### config.mk
export PLATFORM = sky130hd
export DESIGN_NAME = prog_loader
export DESIGN_NICKNAME = d
export VERILOG_FILES = /design/src/rtl/prog_loader.sv
export SDC_FILE = /design/constraint.sdc
export NUM_CORES = 1
export LEC_CHECK = 0
export ABC_AREA = 1
export CAP_MARGIN = 20
export CORE_MARGIN = 8
export CORE_UTILIZATION = 40
export DETAILED_ROUTE_END_ITERATION = 12
export PLACE_DENSITY = 0.66
export SETUP_SLACK_MARGIN = 0.05
export SLEW_MARGIN = 10
export SYNTH_ARGS = -nofsm -noshare
export SYNTH_HDL_FRONTEND = slang
export SYNTH_SLANG_ARGS = --single-unit
### constraint.sdc
create_clock -name CLK -period 4.4 [get_ports CLK]
set_input_delay 1.1 -clock CLK [delete_from_list [all_inputs] [get_ports CLK]]
set_output_delay 1.1 -clock CLK [all_outputs]
set_load 0.005 [all_outputs]
### src/rtl/prog_loader.sv
// prog_loader: receives a framed byte stream (16-bit word count, big-endian
// payload words, XOR checksum), writes each assembled word to instruction
// memory, and holds the CPU in reset until a frame is accepted.
module prog_loader #(
    parameter int ADDR_W = 8
) (
    input  logic              CLK,
    input  logic              RST,
    input  logic              Start,
    input  logic [7:0]        InByte,
    input  logic              InValid,
    output logic              InReady,
    output logic              MemWre,
    output logic [ADDR_W-1:0] MemAddr,
    output logic [31:0]       MemData,
    output logic              CpuRST,
    output logic              Busy,
    output logic              Done,
    output logic              LoadErr
);

    // Largest word count that fits in instruction memory.
    localparam logic [16:0] MAX_WORDS = 17'(1 << (ADDR_W - 2));

    typedef enum logic [2:0] {
        S_IDLE,
        S_LEN_HI,
        S_LEN_LO,
        S_DATA,
        S_WRITE,
        S_CSUM,
        S_DONE,
        S_ERROR
    } state_t;

    state_t            state;
    state_t            state_n;
    logic [7:0]        len_hi;
    logic [15:0]       remaining;
    logic [23:0]       word_sr;
    logic [1:0]        byte_cnt;
    logic [ADDR_W-1:0] addr;
    logic [7:0]        csum;

    logic        xfer;
    logic        start_go;
    logic [15:0] len_n;

    assign xfer     = InValid & InReady;
    assign len_n    = {len_hi, InByte};
    assign start_go = Start && (state == S_IDLE || state == S_DONE || state == S_ERROR);

    // Status outputs decoded from the state register only, so InReady has
    // no combinational path from InValid.
    assign InReady = (state == S_LEN_HI) || (state == S_LEN_LO) ||
                     (state == S_DATA)   || (state == S_CSUM);
    assign Busy    = (state == S_LEN_HI) || (state == S_LEN_LO) || (state == S_DATA) ||
                     (state == S_WRITE)  || (state == S_CSUM);
    assign Done    = (state == S_DONE);
    assign LoadErr = (state == S_ERROR);
    assign CpuRST  = (state != S_DONE);

    // Next-state logic for the frame parser.
    always_comb begin
        // NOTE: state_n gets its default first so no path through the case
        // leaves it unassigned, which would otherwise infer a latch.
        state_n = state;
        case (state)
            S_IDLE, S_DONE, S_ERROR: begin
                if (Start) state_n = S_LEN_HI;
            end
            S_LEN_HI: begin
                if (xfer) state_n = S_LEN_LO;
            end
            S_LEN_LO: begin
                if (xfer) begin
                    if ({1'b0, len_n} > MAX_WORDS) state_n = S_ERROR;
                    else if (len_n == 16'd0)       state_n = S_CSUM;
                    else                           state_n = S_DATA;
                end
            end
            S_DATA: begin
                if (xfer && byte_cnt == 2'd3) state_n = S_WRITE;
            end
            S_WRITE: begin
                state_n = (remaining == 16'd1) ? S_CSUM : S_DATA;
            end
            S_CSUM: begin
                if (xfer) state_n = (InByte == csum) ? S_DONE : S_ERROR;
            end
            default: state_n = S_IDLE;
        endcase
    end

    // State register with synchronous reset.
    always_ff @(posedge CLK) begin
        // NOTE: clocked state uses non-blocking assignments so every register
        // samples the pre-edge values regardless of statement order.
        if (RST) state <= S_IDLE;
        else     state <= state_n;
    end

    // Datapath: length capture, word assembly, checksum and the registered
    // memory write port.
    always_ff @(posedge CLK) begin
        if (RST) begin
            len_hi    <= '0;
            remaining <= '0;
            word_sr   <= '0;
            byte_cnt  <= '0;
            addr      <= '0;
            csum      <= '0;
            MemWre    <= 1'b0;
            MemAddr   <= '0;
            MemData   <= '0;
        end else begin
            MemWre <= 1'b0;
            if (start_go) begin
                addr     <= '0;
                csum     <= '0;
                byte_cnt <= '0;
            end
            case (state)
                S_LEN_HI: if (xfer) len_hi <= InByte;
                S_LEN_LO: if (xfer) remaining <= len_n;
                S_DATA: begin
                    if (xfer) begin
                        word_sr  <= {word_sr[15:0], InByte};
                        csum     <= csum ^ InByte;
                        byte_cnt <= byte_cnt + 2'd1;
                        if (byte_cnt == 2'd3) begin
                            MemWre  <= 1'b1;
                            MemAddr <= addr;
                            MemData <= {word_sr, InByte};
                        end
                    end
                end
                S_WRITE: begin
                    addr      <= addr + ADDR_W'(4);
                    remaining <= remaining - 16'd1;
                end
                default: ;
            endcase
        end
    end

endmodule

==> flow_summary.ini <==
[floorplanning]
die_h_um = 123
core_um2 = 11300
core.rowCount = 39
ios = 58
initial_core_util_pct = 40.5
die_x_um = 123
die-area_um2 = 15100

[synth]
yosys_register_bits = 106
synth.largest_area_cell = dfxtp_1
async_reset_ff_share_pct = 0
synth_cell_type_count = 39
syn_avg_cell_area_um2 = 7.54
yosysMostFrequentCell = dfxtp_1
synth_top_area_share_pct = 46.3
synthFlopType = dfxtp_1
syn_inst = 608
netlist_top_cells_count = dfxtp_1, nand2_1, nor2_1, o21ai_0, a21oi_1
synth_edf_count = 0
yosys_warnings = 0
ys_top_cells_by_area = dfxtp_1, nand2_1, o21ai_0
seq_area_frac_synth_pct = 46.3
synthesis.area_um2 = 4580

[detailed_routing]
vias = 4032
drtAntennaViolNets = 0
viasPerCell = 5.08
routed_wl_um = 11200
dr.pass1.iters = 5
post-route-drc-count = 0
dr.first_iter.drc_count = 277
wl_per_cell_um = 14.2

[outcome]
status = completed

[global_route]
grt_pass1_wl_um = 18600
antenna_found_initial = 0
grt_overflow = 0
track_usage_pct = 15.2
grt_pass1_vias = 3905
grt_max_degree = 75

[setup_path]
setup.worst_path.end_class = primary output
cp.required_ps = 3300
startpoint_type = flip-flop
cp_top_family = buffers and inverters
cpPeakStageDelay_ps = 560
cp.arrival_ps = 1910
cp_slowest_cell = dfxtp_1
worstPathCellList = nand2_1 > nand2_1 > inv_2 > o21ai_2 > clkdlybuf4s50_1
crit_fanout = 8
path_buf_inv = 2
crit_top_cell = nand2_1
worst-setup-path-type = reg -> out

[pwr]
p_leak_uw = 0.00215
cellPowerDensity_nw_per_um2 = 506
ir_drop_uv = 318

[placed_design]
dp.final_hpwl_um = 7930
gp_congestion = 0.878
dp.cells = 777
io_buffer_count = 55
dp_slack_ps = 1160

[clock_tree]
cts_tree = yes
htreeDepth = 3
cts_buffers = 9
cts_buffer_depth = 2
cts-hold-fix-buffers = 0
cts_setup_buffers = 0
cts_root_buffer = clkbuf_16
clk_latency_ps = 340
clock_sinks = 106
cts_resized = 0
clk_pin_slew_ps = 70

[sta]
hold_viol = 0
final_max_slew_viol_count = 0
fin_hold_ws_ps = 465
fin_skew_ps = 6.96
setup_ws_ps = 1390
finalCritPeriodShare_pct = 68.5
tns_ps = 0
slew_headroom_pct = 55.6
fin_crit_ps = 3010
worst_pin_slew_ps = 665
fmax_ghz = 0.332
setup_viol = 0
rsz0062_at_grt = false

[finish]
final_cells = 793
utilization_pct = 48.2
final_layout_size_suffix_gt1_share_pct = 6.77
finalNetCount = 661
diodes = 0
synthToLayoutAreaGrowth_pct = 19.0

[min_path]
hold_path.class = reg -> reg

[run]
max_cap_violations = 0
-- placed cells by master, fill, tap and decap left out, types with 9 or more instances in the layout --
cell type and count:
nand3_1 46, clkdlybuf4s50_1 55, nand2_1 86, nor2_1 77, o21ai_0 64, a21oi_1 63, o21ai_1 13, inv_1 49
dfxtp_1 106, clkbuf_16 9
-- state kept, by name, indices dropped and copies added (netlist names) --
register / cells
MemWre: 1
remaining: 16
len_hi: 8
word_sr: 24
MemAddr: 6
MemData: 32
csum: 8
state: 3
byte_cnt: 2
addr: 6
-- final timing paths --
path / start / endpoint / slack [ps] / depth (start not counted)
setup / recovery: state[0] / Busy / 1390 / 5
hold / removal: word_sr[23] / word_sr[23] / 460 / 2
hold reg to reg: word_sr[23] / word_sr[23] / 460 / 2
setup reg to reg: state[0] / addr[7] / 2070 / 8
-- cells by family after synthesis --
family	synth area share (%)
buf+inv	8.46
xor+xnor	1.91
fa+ha+maj	1.09
simple gates	22.7
flops	46.3
other cells	0.0818
compound gates	19.4
-- worst register-to-register path: stages, from the launching register on --
cell and delay, ps:
dfxtp_1 560, nor3_4 70, buf_4 230, inv_2 260
nand4_1 490, nand2_1 320, inv_1 140, nand2_1 80
a21oi_1 50
-- power breakdown --
part / internal [uW] / switching [uW]
Clock: 397 / 372
Combinational: 297 / 563
Sequential: 1050 / 79.2
Total: 1740 / 1010
-- layout make-up --
class	instances	area [um2]
inverter	57	216
multi-input combinational	413	2080
tap	143	179
clock buffer	10	229
timing repair buffer	58	573
fill	1145	5870
clock inverter	6	57.6
sequential	106	2120
-- per-layer routing --
layer | wire length [um] | global-route usage, %
met1 | 5230 | 19.0
met2 | 5340 | 25.4
met3 | 506 | 2.83
met4 | 161 | 5.79
met5 | 0 | 0
-- metrics by stage --
stage | cell area [um2] | power [uW]
after floorplan | 4590 | 1790
after global placement | 5170 | 1980
after detailed placement | 5170 | 2000
after CTS | 5450 | 2780
after global routing | 5450 | 2950
final | 5450 | 2760
(Power assumes the default switching activity.)
